===== config.mk =====
export PLATFORM = sky130hd
export DESIGN_NAME = mem_arbiter
export DESIGN_NICKNAME = d
export VERILOG_FILES = /design/src/rtl/mem_arbiter.sv
export SDC_FILE = /design/constraint.sdc
export NUM_CORES = 1
export LEC_CHECK = 0
export BUFFER_PORTS_ARGS = -buffer_cell sky130_fd_sc_hd__clkbuf_2
export CORE_UTILIZATION = 25
export DETAILED_ROUTE_END_ITERATION = 10
export PLACE_DENSITY_LB_ADDON = 0.2
export SLEW_MARGIN = 20
export SYNTH_ARGS = -nofsm -noshare
export SYNTH_HDL_FRONTEND = slang
export SYNTH_SLANG_ARGS = --single-unit

===== constraint.sdc =====
create_clock -name clock -period 3.7 [get_ports clock]
set_clock_uncertainty 0.1 [all_clocks]
set_input_delay 1.11 -clock clock [delete_from_list [all_inputs] [get_ports clock]]
set_output_delay 1.11 -clock clock [all_outputs]
set_load 0.03 [all_outputs]

===== src/rtl/mem_arbiter.sv =====
// Round-robin arbiter sharing one downstream memory bus between the imem and dmem
// requesters, with SoC address decode and an error response for unmapped addresses.
module mem_arbiter #(
    parameter logic [31:0] ROM_BASE   = 32'h0000_0000,
    parameter logic [31:0] ROM_TOP    = 32'h0000_0080,
    parameter logic [31:0] UART_BASE  = 32'h0100_0000,
    parameter logic [31:0] UART_TOP   = 32'h0100_0004,
    parameter logic [31:0] CLINT_BASE = 32'h0200_0000,
    parameter logic [31:0] CLINT_TOP  = 32'h0200_C000,
    parameter logic [31:0] TIM0_BASE  = 32'h1000_0000,
    parameter logic [31:0] TIM0_TOP   = 32'h1008_0000,
    parameter logic [31:0] TIM1_BASE  = 32'h2000_0000,
    parameter logic [31:0] TIM1_TOP   = 32'h2008_0000,
    parameter logic [31:0] RAM_BASE   = 32'h8000_0000,
    parameter logic [31:0] RAM_TOP    = 32'h8010_0000
) (
    input  logic        clock,
    input  logic        reset,
    input  logic        imem_valid,
    input  logic [31:0] imem_addr,
    output logic [31:0] imem_rdata,
    output logic        imem_ready,
    output logic        imem_error,
    input  logic        dmem_valid,
    input  logic [31:0] dmem_addr,
    input  logic [31:0] dmem_wdata,
    input  logic [3:0]  dmem_wstrb,
    output logic [31:0] dmem_rdata,
    output logic        dmem_ready,
    output logic        dmem_error,
    output logic        slv_valid,
    output logic        slv_instr,
    output logic [2:0]  slv_sel,
    output logic [31:0] slv_addr,
    output logic [31:0] slv_wdata,
    output logic [3:0]  slv_wstrb,
    input  logic [31:0] slv_rdata,
    input  logic        slv_ready
);

    typedef enum logic [1:0] {IDLE, BUSY, ERR} state_t;

    localparam int NUM_REGIONS = 6;
    // Index order matches the slv_sel encoding.
    localparam logic [NUM_REGIONS-1:0][31:0] REGION_BASE =
        {RAM_BASE, TIM1_BASE, TIM0_BASE, CLINT_BASE, UART_BASE, ROM_BASE};
    localparam logic [NUM_REGIONS-1:0][31:0] REGION_TOP =
        {RAM_TOP, TIM1_TOP, TIM0_TOP, CLINT_TOP, UART_TOP, ROM_TOP};

    state_t state_reg, state_next;

    logic        pend_i_reg, pend_i_next;
    logic [31:0] pend_i_addr_reg, pend_i_addr_next;
    logic        pend_d_reg, pend_d_next;
    logic [31:0] pend_d_addr_reg, pend_d_addr_next;
    logic [31:0] pend_d_wdata_reg, pend_d_wdata_next;
    logic [3:0]  pend_d_wstrb_reg, pend_d_wstrb_next;
    logic        last_grant_d_reg, last_grant_d_next;
    logic        owner_i_reg, owner_i_next;

    logic        slv_valid_reg, slv_valid_next;
    logic        slv_instr_reg, slv_instr_next;
    logic [2:0]  slv_sel_reg, slv_sel_next;
    logic [31:0] slv_addr_reg, slv_addr_next;
    logic [31:0] slv_wdata_reg, slv_wdata_next;
    logic [3:0]  slv_wstrb_reg, slv_wstrb_next;
    logic        imem_ready_reg, imem_ready_next;
    logic        imem_error_reg, imem_error_next;
    logic [31:0] imem_rdata_reg, imem_rdata_next;
    logic        dmem_ready_reg, dmem_ready_next;
    logic        dmem_error_reg, dmem_error_next;
    logic [31:0] dmem_rdata_reg, dmem_rdata_next;

    logic                   req_i, req_d, grant_i, grant_d, grant_any;
    logic [31:0]            grant_addr, grant_wdata;
    logic [3:0]             grant_wstrb;
    logic [NUM_REGIONS-1:0] region_hit;
    logic                   grant_mapped;
    logic [2:0]             grant_sel;

    // Arbitration: a live valid or a parked request both count as a request.
    assign req_i     = imem_valid | pend_i_reg;
    assign req_d     = dmem_valid | pend_d_reg;
    assign grant_i   = (state_reg == IDLE) && req_i && (!req_d || last_grant_d_reg);
    assign grant_d   = (state_reg == IDLE) && req_d && !grant_i;
    assign grant_any = grant_i | grant_d;

    always_comb begin
        grant_addr  = '0;
        grant_wdata = '0;
        grant_wstrb = '0;
        if (grant_i) begin
            grant_addr = imem_valid ? imem_addr : pend_i_addr_reg;
        end else if (grant_d) begin
            grant_addr  = dmem_valid ? dmem_addr  : pend_d_addr_reg;
            grant_wdata = dmem_valid ? dmem_wdata : pend_d_wdata_reg;
            grant_wstrb = dmem_valid ? dmem_wstrb : pend_d_wstrb_reg;
        end
    end

    genvar gi;
    generate
        for (gi = 0; gi < NUM_REGIONS; gi++) begin : g_region
            assign region_hit[gi] = (grant_addr >= REGION_BASE[gi]) &&
                                    (grant_addr <  REGION_TOP[gi]);
        end
    endgenerate

    assign grant_mapped = |region_hit;

    // Regions are disjoint, so at most one hit bit is set.
    always_comb begin
        grant_sel = '0;
        for (int i = 0; i < NUM_REGIONS; i++) begin
            if (region_hit[i]) begin
                grant_sel = 3'(i);
            end
        end
    end

    always_comb begin
        state_next = state_reg;
        case (state_reg)
            IDLE: if (grant_any) state_next = grant_mapped ? BUSY : ERR;
            BUSY: if (slv_ready) state_next = IDLE;
            ERR:  state_next = IDLE;
            default: state_next = IDLE;
        endcase
    end

    always_comb begin
        pend_i_next       = pend_i_reg;
        pend_i_addr_next  = pend_i_addr_reg;
        pend_d_next       = pend_d_reg;
        pend_d_addr_next  = pend_d_addr_reg;
        pend_d_wdata_next = pend_d_wdata_reg;
        pend_d_wstrb_next = pend_d_wstrb_reg;
        last_grant_d_next = last_grant_d_reg;
        owner_i_next      = owner_i_reg;
        slv_valid_next    = 1'b0;
        slv_instr_next    = slv_instr_reg;
        slv_sel_next      = slv_sel_reg;
        slv_addr_next     = slv_addr_reg;
        slv_wdata_next    = slv_wdata_reg;
        slv_wstrb_next    = slv_wstrb_reg;
        imem_ready_next   = 1'b0;
        imem_error_next   = 1'b0;
        imem_rdata_next   = imem_rdata_reg;
        dmem_ready_next   = 1'b0;
        dmem_error_next   = 1'b0;
        dmem_rdata_next   = dmem_rdata_reg;

        // A valid that loses arbitration is parked; a repeat while parked is dropped.
        if (grant_i) begin
            pend_i_next = 1'b0;
        end else if (imem_valid && !pend_i_reg) begin
            pend_i_next      = 1'b1;
            pend_i_addr_next = imem_addr;
        end
        if (grant_d) begin
            pend_d_next = 1'b0;
        end else if (dmem_valid && !pend_d_reg) begin
            pend_d_next       = 1'b1;
            pend_d_addr_next  = dmem_addr;
            pend_d_wdata_next = dmem_wdata;
            pend_d_wstrb_next = dmem_wstrb;
        end

        case (state_reg)
            IDLE: begin
                if (grant_any) begin
                    last_grant_d_next = grant_d;
                    owner_i_next      = grant_i;
                    if (grant_mapped) begin
                        slv_valid_next = 1'b1;
                        slv_instr_next = grant_i;
                        slv_sel_next   = grant_sel;
                        slv_addr_next  = grant_addr;
                        slv_wdata_next = grant_wdata;
                        slv_wstrb_next = grant_wstrb;
                    end
                end
            end
            BUSY: begin
                if (slv_ready) begin
                    if (owner_i_reg) begin
                        imem_ready_next = 1'b1;
                        imem_rdata_next = slv_rdata;
                    end else begin
                        dmem_ready_next = 1'b1;
                        dmem_rdata_next = slv_rdata;
                    end
                end
            end
            ERR: begin
                if (owner_i_reg) begin
                    imem_ready_next = 1'b1;
                    imem_error_next = 1'b1;
                    imem_rdata_next = '0;
                end else begin
                    dmem_ready_next = 1'b1;
                    dmem_error_next = 1'b1;
                    dmem_rdata_next = '0;
                end
            end
            default: ;
        endcase
    end

    always_ff @(posedge clock) begin
        if (reset) begin
            state_reg        <= IDLE;
            pend_i_reg       <= 1'b0;
            pend_i_addr_reg  <= '0;
            pend_d_reg       <= 1'b0;
            pend_d_addr_reg  <= '0;
            pend_d_wdata_reg <= '0;
            pend_d_wstrb_reg <= '0;
            last_grant_d_reg <= 1'b1;
            owner_i_reg      <= 1'b0;
            slv_valid_reg    <= 1'b0;
            slv_instr_reg    <= 1'b0;
            slv_sel_reg      <= '0;
            slv_addr_reg     <= '0;
            slv_wdata_reg    <= '0;
            slv_wstrb_reg    <= '0;
            imem_ready_reg   <= 1'b0;
            imem_error_reg   <= 1'b0;
            imem_rdata_reg   <= '0;
            dmem_ready_reg   <= 1'b0;
            dmem_error_reg   <= 1'b0;
            dmem_rdata_reg   <= '0;
        end else begin
            state_reg        <= state_next;
            pend_i_reg       <= pend_i_next;
            pend_i_addr_reg  <= pend_i_addr_next;
            pend_d_reg       <= pend_d_next;
            pend_d_addr_reg  <= pend_d_addr_next;
            pend_d_wdata_reg <= pend_d_wdata_next;
            pend_d_wstrb_reg <= pend_d_wstrb_next;
            last_grant_d_reg <= last_grant_d_next;
            owner_i_reg      <= owner_i_next;
            slv_valid_reg    <= slv_valid_next;
            slv_instr_reg    <= slv_instr_next;
            slv_sel_reg      <= slv_sel_next;
            slv_addr_reg     <= slv_addr_next;
            slv_wdata_reg    <= slv_wdata_next;
            slv_wstrb_reg    <= slv_wstrb_next;
            imem_ready_reg   <= imem_ready_next;
            imem_error_reg   <= imem_error_next;
            imem_rdata_reg   <= imem_rdata_next;
            dmem_ready_reg   <= dmem_ready_next;
            dmem_error_reg   <= dmem_error_next;
            dmem_rdata_reg   <= dmem_rdata_next;
        end
    end

    assign slv_valid  = slv_valid_reg;
    assign slv_instr  = slv_instr_reg;
    assign slv_sel    = slv_sel_reg;
    assign slv_addr   = slv_addr_reg;
    assign slv_wdata  = slv_wdata_reg;
    assign slv_wstrb  = slv_wstrb_reg;
    assign imem_ready = imem_ready_reg;
    assign imem_error = imem_error_reg;
    assign imem_rdata = imem_rdata_reg;
    assign dmem_ready = dmem_ready_reg;
    assign dmem_error = dmem_error_reg;
    assign dmem_rdata = dmem_rdata_reg;

endmodule

==> qor.yml <==
status: "completed"
rsz0062_at_grt: "false"
wl_mm: 37.7
crit_path_end_kind: "flip-flop"
final_hold_viol_count: 0
ioPinCount: 278
critPathMaxFanout: 23
ys_types: 50
clock_sinks: 247
tns_ps: 0
synth_edf_count: 0
post-place-ws_ps: -123
clkTransAtPathRegs_ps: 60
ir_drop_mv: 0.471
gp_congestion: 0.837
crit_path_start_kind: "input port"
tightest_slew_ps: 859
internal_power_mw: 6.64
via_count: 10300
fillerInstances: 4620
area_growth_pct: 32.3
max_cap_violations: 0
postSynth.topFlopCell: "dfxtp_1"
rows: 76
timing.final.ws_setup_ps: 475
post-route-period-util_pct: 87.2
drt_iter0_drc: 653
dp_hpwl_mm: 25.4
portBuffers: 277
yosysSeqAreaShare_pct: 44.9
start_util_pct: 25.4
power.clock.fraction_pct: 27.7
switching_share_pct: 40.7
die_y_um: 212
avgSynthCellArea_um2: 8.54
r2r-start: "state_reg[0]"
root_buffer: "clkbuf_16"
clock_path_buffers: 3
yosysWarnings: 0
grt_max_degree: 173
clkLatencyLatePin_ps: 560
crit_type: "in -> reg"
min_period_ps: 3230
worstPathArrival_ps: 3540
grt_antenna_before_repair: 1
cts_resized: 0
critPathLaunch: "imem_addr[20]"
rrSetupSlack_ps: 620
cts_buffers: 30
synth_nets: 1428
cp_slowest_stage_delay_ps: 630
cts-htree-levels: 1
post_route_cells_drive_above_1_share_pct: 28.3
slowest_stage: "or4_1"
core_um2: 43300
first_pass_iters: 5
nNetsFinal: 1715
fmax_mhz: 310
die_w_um: 212
cts_tree: "yes"
required_ps: 4010
drc: 0
yosys_register_bits: 247
hold_buffers: 0
p_leak_nw: 6.01
overflow: 0
p_per_area_nw_per_um2: 769
synthCells: 1288
post-route-util_pct: 33.6
viasPerCell: 4.69
p_comb_share_pct: 41.2
slew-limit-headroom_pct: 42.8
hold_path_depth: 2
dieArea_um2: 44900
async_reset_ff_share_pct: 0
postCtsSetupRepairBufs: 0
ant_nets: 0
syn-cell-area_um2: 11000
setup_violations: 0
power_frac_seq_pct: 31.0
grt_pass1_wl_mm: 58.1
grt_pass1_vias: 9968
min-delay-start: "dmem_rdata[27]"
grtUsageTotal_pct: 16.4
r2r_cells: 13
p_sw_mw: 4.56
worstPathCellList: "clkbuf_2 -> nor4_1 -> mux2i_1 -> a22oi_1 -> o221ai_2 -> or4_1 -> nand3_1 -> buf_12 -> a211oi_1"
min-delay-path-class: "reg -> reg"
drv_slew: 0
avgRoutedWirePerCell_um: 17.2
## worst max-delay path: cells and delay by family
kind                   cells  cell delay, ps
buffers and inverters      2             290
and+or+nand+nor            3            1210
AOI/OAI and AO/OA          3             750
muxes                      1             170
## routing by layer
metal	up-vias	wire length [um]	track usage (%)
li1	5134	-	-
met1	4826	17500	21.8
met2	245	16800	26.2
met3	51	2300	3.99
met4	0	1070	4.95
met5	-	0	0
## cells by family (layout without fill, tap and decap cells)
kind of cell | Yosys count | after routing | share of synthesized area (%)
AOI/OAI and AO/OA | 271 | 271 | 16.3
DFF | 247 | 247 | 44.9
buffers and inverters | 115 | 426 | 4.35
and+or+nand+nor | 529 | 529 | 22.9
adders and majority gates | 3 | 3 | 0.341
other | 0 | 1 | 0
muxes | 123 | 123 | 11.2
## through the flow
stage / cells / power (mW) / instance area, um2 / hold slack [ps]
after floorplan: 1288 / 6.45 / 11000 / 336
after global placement: 2128 / 8.19 / 13500 / 341
after detailed placement: 2128 / 8.22 / 13500 / 346
after CTS: 2184 / 11.4 / 14600 / 354
after global routing: 2185 / 11.9 / 14600 / 367
final: 2185 / 11.2 / 14600 / 352
## path summary, 6_finish.rpt
kind / end
hold reg to reg: dmem_rdata[27]
hold / removal: dmem_rdata[27]
setup / recovery: slv_addr[6]
setup reg to reg: slv_wstrb[2]
## cells in the final DEF (no fill, tap or decap), types with 4 or more instances in the layout
cell type	instances
dfxtp_1	247
o31ai_1	20
nand3_1	7
mux2i_1	120
nor4_1	38
o22a_1	20
clkbuf_8	13
buf_4	82
nor3b_1	15
nand4_1	41
o31ai_2	18
a211oi_1	23
nor2b_1	70
clkbuf_2	275
nor2_1	51
buf_12	10
nand2_1	273
o21a_1	4
a22oi_1	4
clkbuf_16	31
clkinv_2	5
a21oi_1	144
nor3_1	16
clkbuf_1	4
o21ai_0	12
## power by group through the flow
stage                     Clock [mW]  Sequential (mW)  Combinational, mW
after floorplan                    0             4.09               2.36
after global placement             0             3.52               4.67
after detailed placement           0             3.53               4.68
after CTS                       3.22             3.48               4.69
after global routing            3.31             3.54               5.05
final                           3.11             3.48               4.62
## synth_stat cells (20+ instances only)
cell	instances	area share, %
a211oi_1	23	1.6
a21oi_1	144	6.5
clkbuf_1	73	2.5
dfxtp_1	247	45
mux2i_1	120	11
nand2_1	273	9.3
nand4_1	41	2.3
nor2_1	51	1.7
nor2b_1	70	4.0
nor4_1	38	2.2
o22a_1	20	1.6
o31ai_1	20	1.4
## cell type report
cell class                      instances  area [um2]  area share, %
Antenna cell                            1        2.50         0.0172
Clock buffer                           47         956           6.57
Clock inverter                          9         103          0.705
Inverter                                2        7.51         0.0516
Multi-Input combinational cell        926        5610           38.5
Sequential cell                       247        4940           34.0
Tap cell                              585         732           5.03
Timing Repair Buffer                  368        2210           15.2
(Power assumes the default switching activity.)
